$ cat src/rtl/regfile_pkg.sv
// Shared constants, clear-FSM state encoding and sizing helper for the
// scoreboarded register file.
package regfile_pkg;

  localparam int DATA_W_DEF = 32;
  localparam int ADDR_W_DEF = 5;
  localparam int NUM_RD_DEF = 2;

  typedef enum logic {
    ST_INIT  = 1'b0,
    ST_READY = 1'b1
  } state_t;

  function automatic int depth(input int addr_w);
    return 1 << addr_w;
  endfunction

endpackage

$ cat src/rtl/regfile_scoreboard.sv
// Per-register busy vector: issue sets, writeback clears, set wins on a tie.
// Provides one combinational busy lookup per read port.
module regfile_scoreboard
  import regfile_pkg::*;
#(
  parameter int ADDR_W = ADDR_W_DEF,
  parameter int NUM_RD = NUM_RD_DEF,
  parameter int DEPTH  = depth(ADDR_W)
) (
  input  logic                     clk,
  input  logic                     rst,
  input  logic                     set_en,
  input  logic [ADDR_W-1:0]        set_addr,
  input  logic                     clr_en,
  input  logic [ADDR_W-1:0]        clr_addr,
  input  logic [NUM_RD*ADDR_W-1:0] rd_addr,
  output logic [NUM_RD-1:0]        busy_out
);

  logic [DEPTH-1:0] busy;

  // Set is applied after clear so a new producer overrides a retiring one.
  always_ff @(posedge clk) begin
    if (rst) begin
      busy <= '0;
    end else begin
      if (clr_en) busy[clr_addr] <= 1'b0;
      if (set_en) busy[set_addr] <= 1'b1;
    end
  end

  for (genvar i = 0; i < NUM_RD; i++) begin : g_lookup
    assign busy_out[i] = busy[rd_addr[i*ADDR_W +: ADDR_W]];
  end

endmodule

$ cat src/rtl/regfile_sb.sv
// Multi-read-port register file with hardware clear after reset,
// write-to-read bypass and a busy scoreboard for RAW hazard detection.
module regfile_sb
  import regfile_pkg::*;
#(
  parameter int DATA_W   = DATA_W_DEF,
  parameter int ADDR_W   = ADDR_W_DEF,
  parameter int NUM_RD   = NUM_RD_DEF,
  parameter int ZERO_REG = 1,
  parameter int BYPASS   = 1
) (
  input  logic                     Clk,
  input  logic                     Rst,
  input  logic [NUM_RD*ADDR_W-1:0] RdAddr,
  output logic [NUM_RD*DATA_W-1:0] RdData,
  output logic [NUM_RD-1:0]        RdBusy,
  input  logic [ADDR_W-1:0]        WrAddr,
  input  logic [DATA_W-1:0]        DataIn,
  input  logic                     RegWr,
  input  logic [ADDR_W-1:0]        IssAddr,
  input  logic                     IssVld,
  output logic                     Ready,
  output state_t                   state_dbg
);

  localparam int DEPTH = depth(ADDR_W);

  state_t              state, state_nx;
  logic [ADDR_W-1:0]   clr_cnt, clr_cnt_nx;
  logic                clr_we;
  logic                wr_ok;
  logic                iss_ok;
  logic [NUM_RD-1:0]   sb_busy;
  logic [DATA_W-1:0]   regs [DEPTH];

  // Clear FSM: INIT walks every register once, then parks in READY.
  always_ff @(posedge Clk) begin
    if (Rst) begin
      state   <= ST_INIT;
      clr_cnt <= '0;
    end else begin
      state   <= state_nx;
      clr_cnt <= clr_cnt_nx;
    end
  end

  always_comb begin
    state_nx   = state;
    clr_cnt_nx = clr_cnt;
    clr_we     = 1'b0;
    case (state)
      ST_INIT: begin
        clr_we     = 1'b1;
        clr_cnt_nx = clr_cnt + 1'b1;
        if (clr_cnt == {ADDR_W{1'b1}}) state_nx = ST_READY;
      end
      ST_READY: begin
        state_nx = ST_READY;
      end
      default: begin
        state_nx = ST_INIT;
      end
    endcase
  end

  assign Ready     = (state == ST_READY);
  assign state_dbg = state;

  assign wr_ok  = Ready && RegWr  && !((ZERO_REG != 0) && (WrAddr  == '0));
  assign iss_ok = Ready && IssVld && !((ZERO_REG != 0) && (IssAddr == '0));

  // The array has no reset of its own; the INIT walk zeroes it.
  // wr_ok requires READY, so the clear and writeback paths never collide.
  always_ff @(posedge Clk) begin
    if (!Rst) begin
      if (clr_we) begin
        regs[clr_cnt] <= '0;
      end else if (wr_ok) begin
        regs[WrAddr] <= DataIn;
      end
    end
  end

  regfile_scoreboard #(
    .ADDR_W (ADDR_W),
    .NUM_RD (NUM_RD),
    .DEPTH  (DEPTH)
  ) u_scoreboard (
    .clk      (Clk),
    .rst      (Rst),
    .set_en   (iss_ok),
    .set_addr (IssAddr),
    .clr_en   (wr_ok),
    .clr_addr (WrAddr),
    .rd_addr  (RdAddr),
    .busy_out (sb_busy)
  );

  // A producer writing back this cycle is forwarded and is not a hazard.
  for (genvar i = 0; i < NUM_RD; i++) begin : g_rd
    logic [ADDR_W-1:0] addr;
    logic              hit;
    logic              zero;

    assign addr = RdAddr[i*ADDR_W +: ADDR_W];
    assign hit  = (BYPASS != 0) && wr_ok && (WrAddr == addr);
    assign zero = (ZERO_REG != 0) && (addr == '0);

    assign RdData[i*DATA_W +: DATA_W] = (!Ready || zero) ? '0 :
                                        hit              ? DataIn :
                                                           regs[addr];
    assign RdBusy[i] = Ready && !zero && sb_busy[i] && !hit;
  end

endmodule

$ cat config.mk
export PLATFORM = sky130hd
export DESIGN_NAME = regfile_sb
export DESIGN_NICKNAME = d
export VERILOG_FILES = /design/src/rtl/regfile_pkg.sv /design/src/rtl/regfile_scoreboard.sv /design/src/rtl/regfile_sb.sv
export SDC_FILE = /design/constraint.sdc
export NUM_CORES = 1
export LEC_CHECK = 0
export ABC_AREA = 1
export CAP_MARGIN = 20
export CORE_UTILIZATION = 30
export DETAILED_ROUTE_END_ITERATION = 16
export PLACE_DENSITY_LB_ADDON = 0.08
export REMOVE_ABC_BUFFERS = 1
export SLEW_MARGIN = 20
export SYNTH_ARGS = -nofsm -noshare
export SYNTH_HDL_FRONTEND = slang
export SYNTH_HIERARCHICAL = 1
export SYNTH_SLANG_ARGS = --single-unit
$ cat constraint.sdc
create_clock -name Clk -period 3.35 [get_ports Clk]
set_clock_uncertainty 0.2 [all_clocks]
set_input_delay 0.5025 -clock Clk [delete_from_list [all_inputs] [get_ports Clk]]
set_output_delay 0.5025 -clock Clk [all_outputs]
set_load 0.01 [all_outputs]
# Yosys cells after proc, flatten, opt, wreduce, memory -nomap -nowiden
# Memories as Yosys holds them, arrays and structs flattened.
# Index checks and enable logic that the tools add are counted.
# totals
ff_bits	38
mem_bits_rw	1024
out_inout_bits	68
n_memories	1
# classes
addsub	1
order_cmp	6
eq_ne	3
mux	27
bitwise_logic	4
reduce_logical	28
# mem_list
name	depth	word_bits	read_ports	rd_ports_with_merged_regs	wr	line_no	text
regs	32	32	2	0	1	regfile_sb.sv:34	logic [DATA_W-1:0] regs [DEPTH];
# ops
op	count
32-bit 2-to-1 mux	8
32-bit AND	1
32-bit inverter	1
32-bit bitwise OR	1
32-bit OR reduction	1
5-bit by 6-bit < comparator with 1-bit output, second input constant	4
5-bit zero test	4
1-bit logical AND	14
1-bit 2-to-1 mux	13
1-bit binary-select mux with 5-bit select	2
1-bit demux with 5-bit select	2
5-bit equality test	2
5-bit by 1-bit greater-or-equal comparator with 1-bit output, second input constant	2
1-bit zero test	7
5-bit by 1-bit adder with 5-bit output, second input constant	1
5-bit equality test, second input constant	1
5-bit 2-to-1 mux	1
1-bit logical OR	2
1-bit one-hot mux with 2 select lines	1
1-bit inverter	1

# Depth between registers and ports, before layout
# logic_depth
ltp_word	10
mapped_depth	13

# Hierarchy
# The synthesis kept the hierarchy.
# modules_own_cells
mod	n_inst	cells_per_inst	area_per_inst_um2	seq_area_each_um2
regfile_sb	1	6531	55199.2	30869.6
regfile_scoreboard	1	322	1968.1	640.6

# Least setup slack after synthesis
# Ideal clock, no wire load.
# synth_timing
kind	input -> register
from	in WrAddr[2]
to	mem regs[10][0] in the netlist's numbering (enable)
arrival_time_ns	2.833
required_time_ns	2.729
path_slack_ns	-0.104
stages	10
path_buffers	1
cell_sequence	inv_2 > nand3_2 > o21ai_4 > inv_4 > nand2_4 > buf_6 > nand2_2 > o21ai_1 > nand3_2 > nor2_1
# synth_via
elab_chain_len	9
# synth_rtl
element	line_no	text
start, declared	regfile_sb.sv:17	input logic [ADDR_W-1:0] WrAddr,
5-bit zero test (*)	regfile_sb.sv:69	assign wr_ok = Ready && RegWr && !((ZERO_REG != 0) && (WrAddr == '0));
1-bit zero test (*)	regfile_sb.sv:69	
1-bit logical AND (*)	regfile_sb.sv:69	
net wr_ok	regfile_sb.sv:31	logic wr_ok;
1-bit 2-to-1 mux (*)	regfile_sb.sv:78	end else if (wr_ok) begin
1-bit 2-to-1 mux (*)	regfile_sb.sv:76	if (clr_we) begin
1-bit 2-to-1 mux (*)	regfile_sb.sv:75	if (!Rst) begin
1-bit 2-to-1 mux (implied by the code) (*)	regfile_sb.sv:79	regs[WrAddr] <= DataIn;
32-bit OR reduction (no line)	--	
5-bit 2-to-1 mux (no line) or 1-bit 2-to-1 mux (tied branches)	--	
end, declared	regfile_sb.sv:34	
# The timed path passes the listed nets; every way through them passes the cells marked *.

# Final worst setup path
# layout_timing
from	reg state, in the netlist Ready
to	out RdData[14]
# layout_via
elab_chain_len	5
# layout_rtl
element	line_no	text
start, declared	regfile_sb.sv:28	state_t state, state_nx;
start signal, assigned	regfile_sb.sv:42	state <= state_nx;
1-bit logical AND (2 in a row)	regfile_sb.sv:69	
1-bit logical AND	regfile_sb.sv:106	assign hit = (BYPASS != 0) && wr_ok && (WrAddr == addr);
32-bit 2-to-1 mux	regfile_sb.sv:110	hit ? DataIn :
32-bit 2-to-1 mux (*)	regfile_sb.sv:109	assign RdData[i*DATA_W +: DATA_W] = (!Ready || zero) ? '0 :
end, declared	regfile_sb.sv:15	output logic [NUM_RD*DATA_W-1:0] RdData,
# Mark *: on every way between the ends. The rest lies on a longest branch, timed or not.

==> metrics.md <==
| Metric | Value |
|---|---|
| Ys flop type | `edfxtp_1` |
| Post-synthesis mux area share | `0` |
| Hold crit path type | `reg -> reg` |
| Total global-route track usage | `0.2576` |
| Post-synthesis adder-cell area fraction | `0.0004377` |
| Crit-path max cell delay | `0.55 ns` |
| #FFs+latches synth | `1062` |
| Post-DRT Antenna Nets | `0` |
| Root buf cell | `clkbuf_16` |
| Sequential power share | `0.446` |
| Core Box Area | `188600 um2` |
| Synth Warn # | `6` |
| Layout cell share with drive strength beyond 1 | `0.1150` |
| F_max | `299.6 MHz` |
| Final #Nets | `7213` |
| Vias in the first global route | `47610` |
| Setup Viol. Count Final | `0` |
| Max-cap violations | `0` |
| Port Buffer Count | `123` |
| Crit share post-route | `0.9963` |
| Net Sw Power | `0.008439 W` |
| Crit path time final | `3.338 ns` |
| Post-route insts no fill | `9761` |
| Switching share of power | `0.2600` |
| Die Ht | `438.5 um` |
| Skew-Pair Late Insertion Delay | `0.78 ns` |
| Top Ports | `124` |
| Largest family of logic cells by synthesized area | `simple AND/OR/NAND/NOR gates` |
| CP endpoint kind | `primary output` |
| Mapped Area | `57170 um2` |
| Clk pwr share | `0.443` |
| DRC viols | `0` |
| TritonCTS buffer count | `136` |
| TritonCTS clock tree | `built` |
| PwrDens | `456.4 nW/um2` |
| CTS Buffer Depth | `3` |
| Worst setup margin | `0.01230 ns` |
| Total Wirelength | `254700 um` |
| Clock sink count | `1062` |
| Via Count | `50550` |
| Post-synth EDFFs | `1024` |
| DR iter-0 viols | `5747` |
| R2r worst-path depth | `10` |
| Leakage | `30.21 nW` |
| Final Slew Violations | `0` |
| Status | `completed` |
| Post-synth cell types | `36` |
| Crit path required time | `2.65 ns` |
| Gate power share | `0.110` |
| Unrepaired setup endpoints after global routing | `yes` |
| Final Wtd Congestion | `0.8387` |
| Final hold vios | `0` |
| Mapped Cells | `6853` |
| XOR/XNOR Fraction of Synth Area | `0.0009192` |
| Worst path cell trace | `buf_4 > nand2_2 > buf_12 > o21bai_1 > a21oi_1 > clkdlybuf4s50_1` |
| HPWL Detailed | `154200 um` |
| Area share of the largest cell type after synthesis | `0.5379` |
| Max transition margin | `0.4953` |
| First-pass GRT wire length | `356300 um` |
| Reg clk slew, reported paths | `0.06 ns` |
| R2r setup slk | `0.58 ns` |
| Most frequent cell after synthesis | `nand2_1` |
| Slew @ Worst Pin | `0.7519 ns` |
| CP startpoint kind | `flip-flop` |
| Die width | `438.5 um` |
| Setup Total Neg Slack | `0 ns` |
| Synth Area in Compound Gates | `0.07540` |
| Critical Path End | `RdData[14]` |
| Largest net degree at the start of global routing | `66` |
| Htree depth | `4` |
| Crit path from | `Ready` |
| Row cnt | `159` |
| RR Endpoint | `regs[29][21]` |
| Antenna violations before repair | `6` |
| WL per Instance | `26.09 um` |
| Max FO, Critical Path | `16` |
| Die ar. | `192300 um2` |
| Drt first pass iters | `6` |
| Area leader, netlist | `edfxtp_1` |
| P_int | `0.02401 W` |
| Critical path's slowest cell | `clkdlybuf4s50_1` |
| Kind of critical path | `reg -> out` |
| Grt total ovfl | `0` |
| Dpl cells | `9484` |
| Initial Util | `0.3031` |
| Most frequent cells after synthesis | `2222 x nand2_1, 1238 x nand3_1, 1024 x edfxtp_1` |
| Top cells by area, synth | `edfxtp_1 54%, nand2_1 15%, nand3_1 11%` |
| Post-synthesis simple-gate area fraction | `0.2851` |
| Mean Syn Cell Area | `8.342 um2` |
| Avg Vias per Cell | `5.179` |
| Pre-CTS WS | `-0.2902 ns` |
| RR Startpoint | `Ready` |
| Asr flop ratio synth | `0` |
| P&R area growth vs syn | `24.37%` |
| Peak VDD IR | `0.0003322 V` |
| Fillcell total | `19030` |
| Worst EP arrival | `2.64 ns` |
| Seq/Total Area, Yosys | `0.5512` |
power by group through the flow:
stage	clock network (W)	logic [W]	registers (W)
6_report	0.0144	0.00358	0.0145
5_1_grt	0.0151	0.00384	0.0145
2_1_floorplan	0	0.00138	0.0147
3_5_place_dp	0	0.00346	0.0148
4_1_cts	0.0147	0.00351	0.0145
3_3_place_gp	0	0.00347	0.0148
cells by family after synthesis:
kind of cell	count (synthesis)
AO/OA/AOI/OAI	736
adder cells (fa/ha/maj)	2
flip-flops	1062
XOR/XNOR	6
buffers and inverters	1166
AND/OR/NAND/NOR	3881
how the worst min path moves through the flow:
| stage | from | end | slack [ns] | depth (start not counted) |
|---|---|---|---|---|
| floorplan | u_scoreboard/busy[0] | u_scoreboard/busy[0] | 0.26 | 2 |
| detailed placement | u_scoreboard/busy[10] | u_scoreboard/busy[10] | 0.29 | 2 |
| CTS | u_scoreboard/busy[18] | u_scoreboard/busy[18] | 0.30 | 2 |
| global placement | u_scoreboard/busy[20] | u_scoreboard/busy[20] | 0.28 | 2 |
| global route | u_scoreboard/busy[0] | u_scoreboard/busy[0] | 0.32 | 2 |
| finish | u_scoreboard/busy[18] | u_scoreboard/busy[18] | 0.30 | 2 |
per-layer routing:
layer  track usage  share of wire
met4       0.08014          0.028
met5             0              0
met3       0.03467          0.064
met2        0.4097           0.46
met1        0.3617           0.45
worst max-delay path: cells and delay by family (launching register included):
family | cells | cell delay, ns
AO/OA/AOI/OAI | 2 | 0.32
buffers and inverters | 3 | 0.97
flip-flops | 1 | 0.32
AND/OR/NAND/NOR | 1 | 0.16
sequential cells by signal, indices dropped and copies added (netlist names):
register	flops
Ready	1
clr_cnt	5
u_scoreboard/busy	32
regs	1024
area by class of cell:
type | count | area, um2 | area share
diodes | 5 | 12.51 | 0.0001760
clock buffers | 170 | 3582 | 0.05038
well taps | 2495 | 3122 | 0.04391
flip-flops and latches | 1062 | 31510 | 0.4432
clock inverters | 74 | 668.1 | 0.009397
inverters | 690 | 2669 | 0.03754
multi-input cells | 4625 | 21050 | 0.2960
repair buffers | 640 | 8491 | 0.1194
through the flow:
stage               instance area [um2]  hold slack [ns]    util  power (W)
detailed placement                66000           0.2904  0.3499    0.01822
floorplan                         54790           0.2565       -    0.01613
global route                      71090           0.3175  0.3770    0.03342
CTS                               70600           0.2958  0.3743    0.03267
finish                            71100           0.2963  0.3770    0.03245
global placement                  65990           0.2812  0.3499    0.01823
placed cells by master, fill, tap and decap left out, types with 7 or more instances in the layout:
cell and instances:
o21bai_1 64, inv_6 7, bufinv_16 10, o211ai_1 171, buf_4 261, inv_2 10, dlymetal6s2s_1 32, a21oi_1 324
clkdlybuf4s50_1 55, dfxtp_1 38, nor2_1 322, nand3_1 1235, nand3_2 8, buf_6 15, nor3_1 14, or2_2 26
nand2_1 2214, edfxtp_1 1024, buf_16 18, o21ai_0 157, clkinv_2 21, buf_12 219, nor2_4 34, clkbuf_1 30
nand2_2 8, nor2_2 7, clkbuf_16 143, inv_1 670, clkinv_1 29, dlygate4sd2_1 25
timing repair:
action                                  CTS  global route
setup buffers                             7             9
cloned                                    6             6
endpoints found under the setup margin   66            44
pin swaps                                 2             0
hold buffers                              0             0
resized for setup                        52            70
No activity file was read; power rests on OpenSTA's default activity.
